`src/rtl/edge_mon_pkg.sv`:
```
// Shared types and default parameters for the edge window monitor.
// rpt_t describes one window report at the default counter width.
package edge_mon_pkg;

    localparam int CNT_W_DEF       = 8;
    localparam int WINDOW_DEF      = 16;
    localparam int SYNC_STAGES_DEF = 2;

    typedef enum logic {
        ST_IDLE = 1'b0,
        ST_RUN  = 1'b1
    } state_t;

    typedef struct packed {
        logic [CNT_W_DEF-1:0] rise;
        logic [CNT_W_DEF-1:0] fall;
        logic                 sat;
    } rpt_t;

endpackage

```
`src/rtl/bit_sync_filter.sv`:
```
// Multi-flop synchronizer for one asynchronous bit, with an optional
// one-cycle glitch filter selected by the GLITCH_FILTER_EN macro.
module bit_sync_filter #(
    parameter int SYNC_STAGES = 2
) (
    input  logic clk,
    input  logic rst_n,
    input  logic i_din,
    output logic o_level
);

    logic [SYNC_STAGES-1:0] r_sync;

    always_ff @(posedge clk or negedge rst_n) begin
        if (!rst_n) begin
            r_sync <= '0;
        end else begin
            r_sync <= {r_sync[SYNC_STAGES-2:0], i_din};
        end
    end

`ifdef GLITCH_FILTER_EN
    // Follow the input only once two consecutive samples agree.
    logic r_filt;

    always_ff @(posedge clk or negedge rst_n) begin
        if (!rst_n) begin
            r_filt <= 1'b0;
        end else if (r_sync[SYNC_STAGES-1] == r_sync[SYNC_STAGES-2]) begin
            r_filt <= r_sync[SYNC_STAGES-1];
        end
    end

    assign o_level = r_filt;
`else
    assign o_level = r_sync[SYNC_STAGES-1];
`endif

endmodule

```
`src/rtl/edge_window_monitor.sv`:
```
// Counts rising/falling edges of din per WINDOW cycles and reports them over
// a valid/ready port. Glitch filtering is optional (GLITCH_FILTER_EN).
//   state   | meaning
//   ST_IDLE | not counting, edge detections discarded
//   ST_RUN  | pulses emitted, edges counted per window
module edge_window_monitor
    import edge_mon_pkg::*;
#(
    parameter int CNT_W       = CNT_W_DEF,
    parameter int WINDOW      = WINDOW_DEF,
    parameter int SYNC_STAGES = SYNC_STAGES_DEF
) (
    input  logic             clk,
    input  logic             rst_n,
    input  logic             en,
    input  logic             clr,
    input  logic             din,
    output logic             rise_pulse,
    output logic             fall_pulse,
    output logic             rpt_valid,
    input  logic             rpt_ready,
    output logic [CNT_W-1:0] rpt_rise,
    output logic [CNT_W-1:0] rpt_fall,
    output logic             rpt_sat,
    output logic             rpt_ovr
);

    localparam int               WC_W    = $clog2(WINDOW);
    localparam logic [WC_W-1:0]  WC_LAST = WC_W'(WINDOW - 1);
    localparam logic [CNT_W-1:0] CNT_MAX = '1;

    state_t           r_state, w_state_nxt;
    logic             w_level, r_prev;
    logic             w_run, w_rise, w_fall, w_win_end;
    logic [WC_W-1:0]  r_wcnt;
    logic [CNT_W-1:0] r_live_rise, r_live_fall, w_rise_nxt, w_fall_nxt;
    logic             r_live_sat, w_sat_nxt;
    logic             r_rise_pulse, r_fall_pulse;
    logic             r_valid, r_ovr, r_rpt_sat;
    logic [CNT_W-1:0] r_rpt_rise, r_rpt_fall;

    bit_sync_filter #(.SYNC_STAGES(SYNC_STAGES)) u_sync (
        .clk     (clk),
        .rst_n   (rst_n),
        .i_din   (din),
        .o_level (w_level)
    );

    always_ff @(posedge clk or negedge rst_n) begin
        if (!rst_n) begin
            r_state <= ST_IDLE;
        end else begin
            r_state <= w_state_nxt;
        end
    end

    always_comb begin
        w_state_nxt = r_state;
        case (r_state)
            ST_IDLE: if (en)  w_state_nxt = ST_RUN;
            ST_RUN:  if (!en) w_state_nxt = ST_IDLE;
            default: w_state_nxt = ST_IDLE;
        endcase
    end

    assign w_run     = (r_state == ST_RUN);
    assign w_rise    = w_run & w_level & ~r_prev;
    assign w_fall    = w_run & ~w_level & r_prev;
    assign w_win_end = w_run & (r_wcnt == WC_LAST);

    // Counts including this cycle's edge, so a window-end snapshot sees it.
    always_comb begin
        w_rise_nxt = r_live_rise;
        w_fall_nxt = r_live_fall;
        w_sat_nxt  = r_live_sat;
        if (w_rise) begin
            if (r_live_rise == CNT_MAX) w_sat_nxt  = 1'b1;
            else                        w_rise_nxt = r_live_rise + 1'b1;
        end
        if (w_fall) begin
            if (r_live_fall == CNT_MAX) w_sat_nxt  = 1'b1;
            else                        w_fall_nxt = r_live_fall + 1'b1;
        end
    end

    always_ff @(posedge clk or negedge rst_n) begin
        if (!rst_n) begin
            r_prev       <= 1'b0;
            r_rise_pulse <= 1'b0;
            r_fall_pulse <= 1'b0;
        end else begin
            r_prev       <= w_level;
            r_rise_pulse <= w_rise;
            r_fall_pulse <= w_fall;
        end
    end

    always_ff @(posedge clk or negedge rst_n) begin
        if (!rst_n) begin
            r_wcnt      <= '0;
            r_live_rise <= '0;
            r_live_fall <= '0;
            r_live_sat  <= 1'b0;
        end else if (clr || !w_run || w_win_end) begin
            r_wcnt      <= '0;
            r_live_rise <= '0;
            r_live_fall <= '0;
            r_live_sat  <= 1'b0;
        end else begin
            r_wcnt      <= r_wcnt + 1'b1;
            r_live_rise <= w_rise_nxt;
            r_live_fall <= w_fall_nxt;
            r_live_sat  <= w_sat_nxt;
        end
    end

    always_ff @(posedge clk or negedge rst_n) begin
        if (!rst_n) begin
            r_valid    <= 1'b0;
            r_ovr      <= 1'b0;
            r_rpt_rise <= '0;
            r_rpt_fall <= '0;
            r_rpt_sat  <= 1'b0;
        end else if (clr) begin
            r_valid <= 1'b0;
            r_ovr   <= 1'b0;
        end else if (w_win_end) begin
            r_valid    <= 1'b1;
            r_rpt_rise <= w_rise_nxt;
            r_rpt_fall <= w_fall_nxt;
            r_rpt_sat  <= w_sat_nxt;
            if (r_valid && !rpt_ready) r_ovr <= 1'b1;
        end else if (r_valid && rpt_ready) begin
            r_valid <= 1'b0;
        end
    end

    assign rise_pulse = r_rise_pulse;
    assign fall_pulse = r_fall_pulse;
    assign rpt_valid  = r_valid;
    assign rpt_ovr    = r_ovr;
    assign rpt_rise   = r_rpt_rise;
    assign rpt_fall   = r_rpt_fall;
    assign rpt_sat    = r_rpt_sat;

endmodule

```
`config.mk`:
```
export PLATFORM = sky130hd
export DESIGN_NAME = edge_window_monitor
export DESIGN_NICKNAME = d
export VERILOG_FILES = /design/src/rtl/edge_mon_pkg.sv /design/src/rtl/bit_sync_filter.sv /design/src/rtl/edge_window_monitor.sv
export SDC_FILE = /design/constraint.sdc
export NUM_CORES = 1
export LEC_CHECK = 0
export CAP_MARGIN = 20
export CORE_MARGIN = 2
export CORE_UTILIZATION = 55
export CTS_CLUSTER_SIZE = 28
export DETAILED_ROUTE_END_ITERATION = 6
export DONT_BUFFER_PORTS = 1
export PLACE_DENSITY = 0.73
export REMOVE_ABC_BUFFERS = 1
export SYNTH_ARGS = -nofsm -noshare
export SYNTH_HDL_FRONTEND = slang
export SYNTH_SLANG_ARGS = --single-unit
```
`constraint.sdc`:
```
create_clock -name clk -period 1.6 [get_ports clk]
set_clock_uncertainty 0.15 [all_clocks]
set_input_delay 0.16 -clock clk [delete_from_list [all_inputs] [get_ports clk]]
set_output_delay 0.16 -clock clk [all_outputs]
set_load 0.02 [all_outputs]
```
==> metrics.yaml <==
clock_network:
  tritoncts: "built"
  clkSinkCount: 46
  clockBufferDepth: 2
  htreeDepth: 2
  insertion_delay_ps: 360
  numCtsBuffers: 5
  clk_pin_slew_ps: 110
  root_buffer: "clkbuf_4"
floorplan:
  die-area_sq_um: 4030
  die_h_um: 63.5
  io_pins: 27
  rows: 21
  core_sq_um: 3360
  die_w_um: 63.5
  start_util_pct: 57.9
worst_setup_path:
  rrSetupSlack_ps: -100
  crit_type: "flip-flop to flip-flop"
  worstPathArrival_ps: 1830
  crit_path_end_kind: "flip-flop"
  required_ps: 1720
  critPathLaunchType: "flip-flop"
  crit_fanout: 5
detailed_routing:
  routed_wl_um: 4820
  routedWlPerCell_um: 17.7
  antenna_left: 0
  drc: 0
  drt_iter0_drc: 77
  vias_per_cell: 5.89
  drtPass1Iterations: 4
  vias: 1603
global_routing:
  grt_pass1_vias: 1605
  grt_max_degree: 47
  grt_overflow: 0
  antenna_found_initial: 0
  grt_first_pass_wirelength_um: 7220
  grt_usage_pct: 23.9
flow_run:
  maxCapViolations: 0
cells_and_area:
  drive_gt1_share_pct: 35.0
  antenna_cells: 0
  nets: 234
  mostFrequentLayoutCells: "46 x dfrtp_1, 27 x buf_4, 21 x nor2_1, 14 x nand2_1, 8 x a21oi_1"
  area_growth_pct: 34.6
  final_common_cell: "dfrtp_1"
sta:
  setup_slack_ps: -101
  maxSlewHeadroom_pct: 74.7
  fmax_mhz: 588
  finalMaxSlewViolations: 0
  fin_crit_sh_pct: 106
  post-route-min-period_ps: 1700
  worst_pin_slew_ps: 376
  rsz0062_at_grt: "yes"
  setup_viol: 19
  hold_viol_final: 0
  timing.hold.ws_ps: 21.5
placement:
  io_buffers: 0
  dp_hpwl_um: 2880
  gp_congestion: 0.940
power:
  ir_drop_uv: 815
  powerDensity_nw_per_um2: 774
  power_w: 0.00203
  leakagePower_nw: 1.16
synthesis:
  synth_compound_area_share_pct: 10.5
  ys_seq_area_share_pct: 59.1
  synth-edff-count: 0
  synthXorXnorAreaFrac_pct: 2.25
  async_reset_ff_share_pct: 100
  synth_adder_area_share_pct: 1.93
  synth.mux.area_fraction_pct: 4.75
  ys_dominant_reg_cell: "dfrtp_1"
  synthSimpleGateAreaFrac_pct: 19.8
  yosysWarnings: 0
  syn_inst: 183
  synth_top_family_by_area: "simple AND/OR/NAND/NOR gates"
  synth_top_area_share_pct: 59.1
  ys_seq_elements: 46
  syn_area_sq_um: 1950
  netlist_top_cells_area: "dfrtp_1 59%, nor2_1 4.2%, nand2_1 3.7%"
  synth_area_leader_cell: "dfrtp_1"
  synth_cell_types: 38
  syn_area_per_cell_sq_um: 10.6
outcome:
  violations: "negative setup slack"
  status: "finished, violations left"
min_path:
  min_path_type: "input port to flip-flop"
-- power breakdown --
group	switching [W]	total [W]	internal, W
Sequential	0.0000495	0.00124	0.00119
Combinational	0.0000712	0.000131	0.0000598
Clock	0.000357	0.000658	0.000301
-- sequential cells by signal, indices dropped and copies added (netlist names) --
| signal | flops |
|---|---|
| fall_pulse | 1 |
| r_live_fall | 8 |
| r_live_rise | 8 |
| r_live_sat | 1 |
| r_prev | 1 |
| r_state | 1 |
| r_wcnt | 4 |
| rise_pulse | 1 |
| rpt_fall | 8 |
| rpt_ovr | 1 |
| rpt_rise | 8 |
| rpt_sat | 1 |
| rpt_valid | 1 |
| u_sync.r_sync | 2 |
-- worst max-delay path: stages (launching register included) --
cell	delay, ps
dfrtp_1	410
nand3b_1	240
buf_6	170
inv_6	60
nand4_1	180
xor2_2	230
a31oi_1	190
-- cells in the mapped netlist, types with 2 or more instances --
library cell,number
dfrtp_1,46
nor2_1,22
nand2_1,19
a21oi_1,9
mux2i_1,7
nand3_1,7
o21ai_0,7
a31oi_1,5
and3_1,5
nand4_1,5
nor3_1,5
clkbuf_1,4
o21ai_1,4
ha_1,3
nand2b_1,3
nand3b_1,3
o31ai_1,3
xor2_1,3
a211oi_1,2
mux2_2,2
xnor2_1,2
-- routing by layer --
layer | vias to the layer above | GRT usage (%) | routed length, um
met2 | 47 | 43.8 | 2650
li1 | 731 | - | -
met5 | - | 0 | 0
met3 | 13 | 6.43 | 244
met4 | 0 | 10.1 | 128
met1 | 812 | 25.6 | 1800
-- cell families after synthesis --
logic type	count (synthesis)
compound gates	34
xor+xnor	5
fa+ha+maj	3
flops	46
buf+inv	8
mux	9
simple gates	78
-- per-stage QoR --
stage	setup TNS, ps	utilization (%)	worst slack (ps)	cells	area, sq um
3_3_place_gp	0	65.6	1.04	250	2210
6_report	-691	78.0	-101	272	2620
3_5_place_dp	-229	65.6	-62.6	250	2210
4_1_cts	-52.9	71.4	-23.7	265	2400
5_1_grt	-2570	78.0	-152	272	2620
2_1_floorplan	-322	-	-58.3	178	1930
-- what timing repair did --
action,CTS,global route
hold buffers,6,1
cloned,0,2
setup buffers,1,4
setup endpoints to repair,11,30
gates resized for setup,10,36
pin swaps,7,10
hold endpoints to repair,57,1
-- worst paths after layout --
path | start | endpoint | cells after the start
hold reg to reg | u_sync.r_sync[0] | u_sync.r_sync[1] | 0
min in group asynchronous | rst_n | rpt_rise[5] | 2
hold / removal | clr | r_wcnt[1] | 3
setup reg to reg | u_sync.r_sync[1] | rpt_fall[5] | 6
max in group asynchronous | rst_n | r_live_fall[6] | 2
setup / recovery | u_sync.r_sync[1] | rpt_fall[5] | 6
-- layout make-up --
class / count / area, sq um
clock buffers: 8 / 78.8
fillers: 234 / 741
inverters: 3 / 16.3
multi-input cells: 129 / 916
flip-flops and latches: 46 / 1150
well taps: 46 / 57.6
repair buffers: 40 / 403
(Power assumes the default switching activity.)
==> RTL change 1, RTL diff (same settings) <==
The package constant `WINDOW_DEF` goes from 16 to 64.
--- a/src/rtl/edge_mon_pkg.sv
+++ b/src/rtl/edge_mon_pkg.sv
@@ -4,5 +4,5 @@
 
     localparam int CNT_W_DEF       = 8;
-    localparam int WINDOW_DEF      = 16;
+    localparam int WINDOW_DEF      = 64;
     localparam int SYNC_STAGES_DEF = 2;
 
Function: same outputs for any inputs over 10 cycles, from zero or initial values and one cycle with rst_n low; that may be too few to reach the edited logic, so the function may still have changed.
==> RTL change 1 against the original RTL <==
The flow still finishes with violations (negative setup slack). Design area grew 13%. Synthesized area grew 8.7%. Setup slack lost 0.071 ns. Wire length grew 18%. Sequential cell count grew 2. Combinational power shrank 18%. Sequential share of layout area shrank 3.3 points. Synthesized cell count grew 7.7%. Power grew 11%. Via count grew 10%. Non-clock buffer count grew 6. Hold slack gained 0.068 ns. Critical path type unchanged. Critical endpoint is now rpt_rise[5].
==> RTL change 1: results (changes against the original RTL) <==
Critical path
  – RR Endpoint: rpt_rise[5]
  – CP Max Fanout: 5 (unchanged)
  – Reg2reg path depth: 5 (-1)
  – RR Startpoint: r_prev
  – WP data arrival: 1.88 ns (+0.05 ns)

Outcome
  – Status: complete, but fails checks
  – Failing checks: negative setup slack

Clocking
  – Skew-Pair Late Insertion Delay: 0.31 ns (-0.05 ns)
  – CTS HTree Levels: 2 (unchanged)
  – Cts bufs inserted: 5 (unchanged)
  – Clock Path Buffers: 2 (unchanged)
  – Reg clk slew, reported paths: 0.09 ns (-0.02 ns)
  – CTS Root Cell: clkbuf_8

STA
  – Fin Hold WS: 0.08952 ns (+0.06802 ns)
  – Final worst slack: -0.1718 ns (-0.07096 ns)
  – Setup TNS: -2.236 ns (-1.545 ns)
  – Worst-Margin Slew: 0.3366 ns (-0.03946 ns)
  – Final Setup Violations: 28 (+9)

Final layout
  – Final std cells w/o fill: 295 (+8.5%)
  – # fillers: 205 (-12%)
  – Share of cells above drive strength 1: 0.4453 (+0.09579)
  – # diodes: 0 (unchanged)

Synth
  – Top cells by area, synth: dfrtp_1, nor2_1, o21ai_2
  – Dominant synthesized flop cell: dfrtp_1
  – Most instantiated cells after synthesis: dfrtp_1, nor2_1, nand2_1
  – Seq/Total Area, Yosys: 0.5674 (-0.02350)
  – Yosys warns: 0 (unchanged)
  – Share of synthesized flip-flops with an asynchronous set or reset: 1.000 (unchanged)
  – Distinct cell type count after synthesis: 40 (+5.3%)
  – Average size of a mapped cell: 10.75 sq um (+0.95%)

Placed design
  – DP Wirelength: 2786 um (-3.4%)
  – Count of input and output buffers: 0 (unchanged)
  – Placed cell count: 261 (+4.4%)
  – Placer congestion estimate: 0.7876 (-16%)
  – Post-placement cell area: 2313 sq um (+4.9%)

GRT
  – GRT Resource Usage Total: 0.2223 (-0.01653)
  – First-pass GRT wire length: 7203 um (-0.19%)
  – Largest net degree at the start of global routing: 49 (+4.3%)
  – Vias in the first global route: 1616 (+0.69%)
  – Initial antenna violation count: 0 (unchanged)

Routing
  – Via count: 1766 (+10%)
  – DRT iter0 DRCs: 155 (+100%)
  – Highest metal used: met4
  – Drt first pass iters: 4 (unchanged)
  – Post-route DRC violation count: 0 (unchanged)
  – Met3 wire len: 341 um (+40%)
  – Met2 wire len: 2859 um (+8.0%)
  – Met1 Routed Length: 2228 um (+24%)
  – Avg WL per Cell: 19.26 um (+8.7%)

Flow run
  – # Max-Cap Violations: 0 (unchanged)

Pwr
  – Worst vdd ir: 0.0006235 V (-23%)
  – Switch share: 0.2265 (-0.008861)
  – Leak pwr: 1.281 nW (+11%)

Min path
  – Min-delay src: clr
  – Hold path depth: 2 (-1)
  – Worst Hold End: r_wcnt[4]
  – Hold WC Path Type: input pin to register
## RTL change 1: changes by cell type after synthesis, sizes merged, moves of 3 or more
cell	delta
buf	+5
and3	-4
clkbuf	-4
inv	+4
nand2	+4
nor2	+4
o21ai	+4
nor3	-3
## RTL change 1: how the worst max path moves through the flow
stage	slack, ns	from	endpoint	cells after the start
finish	-0.17	r_prev	rpt_rise[5]	5
global route	-0.22	r_prev	rpt_rise[5]	5
CTS	-0.04	r_wcnt[0]	rpt_fall[1]	6
detailed placement	-0.13	r_wcnt[0]	rpt_rise[6]	6
global placement	-0.06	r_wcnt[0]	rpt_rise[3]	4
floorplan	-0.28	r_wcnt[0]	rpt_fall[0]	5
## RTL change 1: area by class of cell
type / instances / share of cell area
flip-flops and latches: 48 / 0.4056
multi-input cells: 139 / 0.3807
repair buffers: 46 / 0.1471
clock buffers: 5 / 0.02319
well taps: 48 / 0.02024
clock inverters: 3 / 0.01560
inverters: 6 / 0.007589
## RTL change 1: metrics by stage
step,utilization,setup slack (ns),total power (W)
2_1_floorplan,-,-0.2760,0.001281
3_5_place_dp,0.6272,-0.1333,0.001300
4_1_cts,0.7052,-0.03506,0.002236
3_3_place_gp,0.6272,-0.06180,0.001297
6_report,0.8046,-0.1718,0.002247
5_1_grt,0.8046,-0.2172,0.002306
## RTL change 1: what timing repair did
action | 4_1_cts | 5_1_grt
gates cloned | 0 | 4
hold buffers | 6 | 0
setup endpoints to repair | 39 | 39
hold endpoints to repair | 52 | 0
pin swaps | 7 | 21
setup buffers | 5 | 11
gates resized for setup | 12 | 52
## RTL change 1: cell families after synthesis
group           after synthesis  synth area share
compound gates               37            0.1217
xor+xnor                      7           0.02896
flops                        48            0.5674
fa+ha+maj                     3           0.01773
mux                           9           0.04433
buf+inv                      12           0.03014
simple gates                 81            0.1897
## RTL change 1: critical path, cell delays in order, from the launching register on
cell and delay [ns]:
dfrtp_1 0.41, nand3b_1 0.34, inv_2 0.21, a41oi_2 0.16, a31oi_2 0.26, mux2_4 0.19
## RTL change 1: per-layer routing
metal  vias to the layer above  GRT usage
li1                        789          -
met1                       890     0.2582
met2                        69     0.3801
met3                        18    0.06644
met4                         0    0.09694
met5                         -          0
## RTL change 1: power by group through the flow
| stage | Combinational (W) | Sequential, W | Clock [W] |
|---|---|---|---|
| final | 0.000107 | 0.00124 | 0.000904 |
| after global routing | 0.000118 | 0.00124 | 0.000951 |
| after CTS | 0.0000903 | 0.00123 | 0.000912 |
| after detailed placement | 0.0000425 | 0.00126 | 0 |
| after global placement | 0.0000405 | 0.00126 | 0 |
| after floorplan | 0.0000247 | 0.00126 | 0 |
==> RTL change 2, RTL diff (config.mk and constraints unchanged) <==
Made on the original files. Build with the macro `GLITCH_FILTER_EN` defined.
--- a/src/rtl/bit_sync_filter.sv
+++ b/src/rtl/bit_sync_filter.sv
@@ -1,4 +1,6 @@
 // Multi-flop synchronizer for one asynchronous bit, with an optional
 // one-cycle glitch filter selected by the GLITCH_FILTER_EN macro.
+`define GLITCH_FILTER_EN
+
 module bit_sync_filter #(
     parameter int SYNC_STAGES = 2
Check against the original RTL: not equivalent (a bounded check fails within 4 cycles, from zero or initial values and one cycle with rst_n low).
==> RTL change 2 against the original RTL <==
The flow still finishes with violations (negative setup slack). Cell count is 2.6% lower. Power is 3.0% lower. Wire length is 7.4% lower. Core utilization is 3.2 points lower. Sequential power is 4% higher. Sequential cell count is 1 higher. Design area is 3.4% lower. Synthesized area is 1.0% higher. Critical path type unchanged. Clock power is 19% lower. Setup slack better by 0.074 ns. First-iteration DRC count is 66% higher. Combinational power is 17% higher. Maximum frequency is 4.5% higher.
==> RTL change 2: results (changes against the original RTL) <==
Synth
  – Seq/Total Area, Yosys: 0.5976 (+0.006704)
  – Top cells by area, synth: dfrtp_1, nor2_1, nand2_1
  – Distinct cell type count after synthesis: 33 (-13%)
  – Average size of a mapped cell: 10.64 sq um (about the same)

Routing
  – Met3 wire len: 261 um (+7.0%)
  – Routed Wire Length: 4465 um (-7.4%)
  – Via count: 1506 (-6.1%)
  – Avg WL per Cell: 16.85 um (-4.9%)
  – Met2 wire len: 2250 um (-15%)

Critical path
  – Largest stage delay, worst path: 0.46 ns (+0.05 ns)
  – Crit path max-delay family: flip-flops
  – WP data arrival: 1.74 ns (-0.09 ns)
  – CP Max Fanout: 6 (+1)

GRT
  – Met3 GRT Util: 0.05458 (-0.009708)
  – First-pass GRT wire length: 6906 um (-4.3%)
  – M1 GR Usage: 0.2901 (+0.03409)
  – Initial antenna violation count: 0 (unchanged)

Placed design
  – Placer congestion estimate: 0.8624 (-8.2%)
  – Placed cell count: 245 (-2.0%)
  – DP Wirelength: 2512 um (-13%)
  – DP Worst Slack: -0.08977 ns (-0.02720 ns)
  – Post-placement cell area: 2146 sq um (-2.7%)

Final layout
  – Share of cells above drive strength 1: 0.3105 (-0.03906)
  – # fillers: 221 (-5.6%)
  – Layout net count: 227 (-3.0%)

Outcome
  – Status: complete, but fails checks
  – Failing checks: negative setup slack

STA
  – Worst rel slew slack: 0.8200 (+0.07333)
  – Final Setup Violations: 4 (-15)
  – Setup TNS: -0.06324 ns (+0.6281 ns)
  – Final worst slack: -0.02699 ns (+0.07382 ns)

Pwr
  – Internal Power: 0.001465 W (-5.6%)
  – Leak pwr: 1.117 nW (-3.3%)
  – Worst vdd ir: 0.0005641 V (-31%)
  – Pwr per Cell Area: 776.9 nW/um^2 (+0.35%)

Min path
  – Hold WC Path Type: input pin to asynchronous set/reset pin
## RTL change 2: final timing paths
| check | slack [ns] | startpoint | depth (start not counted) | end |
|---|---|---|---|---|
| worst max register to register | -0.03 | r_live_rise[1] | 5 | rpt_rise[1] |
| min in group clk | 0.20 | din | 1 | u_sync.r_sync[0] |
| worst min-delay path | 0.14 | rst_n | 2 | fall_pulse |
| worst max-delay path | -0.03 | r_live_rise[1] | 5 | rpt_rise[1] |
| worst min register to register | 0.25 | u_sync.r_sync[0] | 0 | u_sync.r_sync[1] |
| max in group asynchronous | 0.93 | rst_n | 2 | r_state |
## RTL change 2: what timing repair did
action	4_1_cts	5_1_grt
setup buffers	1	5
pin swaps	2	16
gates cloned	0	0
hold endpoints to repair	68	0
hold buffers	6	0
setup endpoints to repair	20	27
resized for setup	17	31
## RTL change 2: cell type report
cell class,count,area share
flip-flops and latches,47,0.4657
multi-input cells,130,0.3704
repair buffers,31,0.1170
well taps,46,0.02272
clock buffers,7,0.01778
inverters,3,0.004444
clock inverters,1,0.001975
## RTL change 2: power groups by stage
stage / combinational [W] / sequential (W) / clock, W
6_report: 0.000153 / 0.00129 / 0.000530
2_1_floorplan: 0.0000510 / 0.00130 / 0
5_1_grt: 0.000170 / 0.00129 / 0.000587
3_5_place_dp: 0.0000845 / 0.00131 / 0
3_3_place_gp: 0.0000805 / 0.00130 / 0
4_1_cts: 0.000138 / 0.00128 / 0.000537
## RTL change 2: kinds of logic after synthesis
kind of cell | synth area share
XOR/XNOR | 0.03115
AO/OA/AOI/OAI | 0.09409
multiplexers | 0.04069
flip-flops | 0.5976
AND/OR/NAND/NOR | 0.1888
adder cells (fa/ha/maj) | 0.02416
buffers and inverters | 0.02352
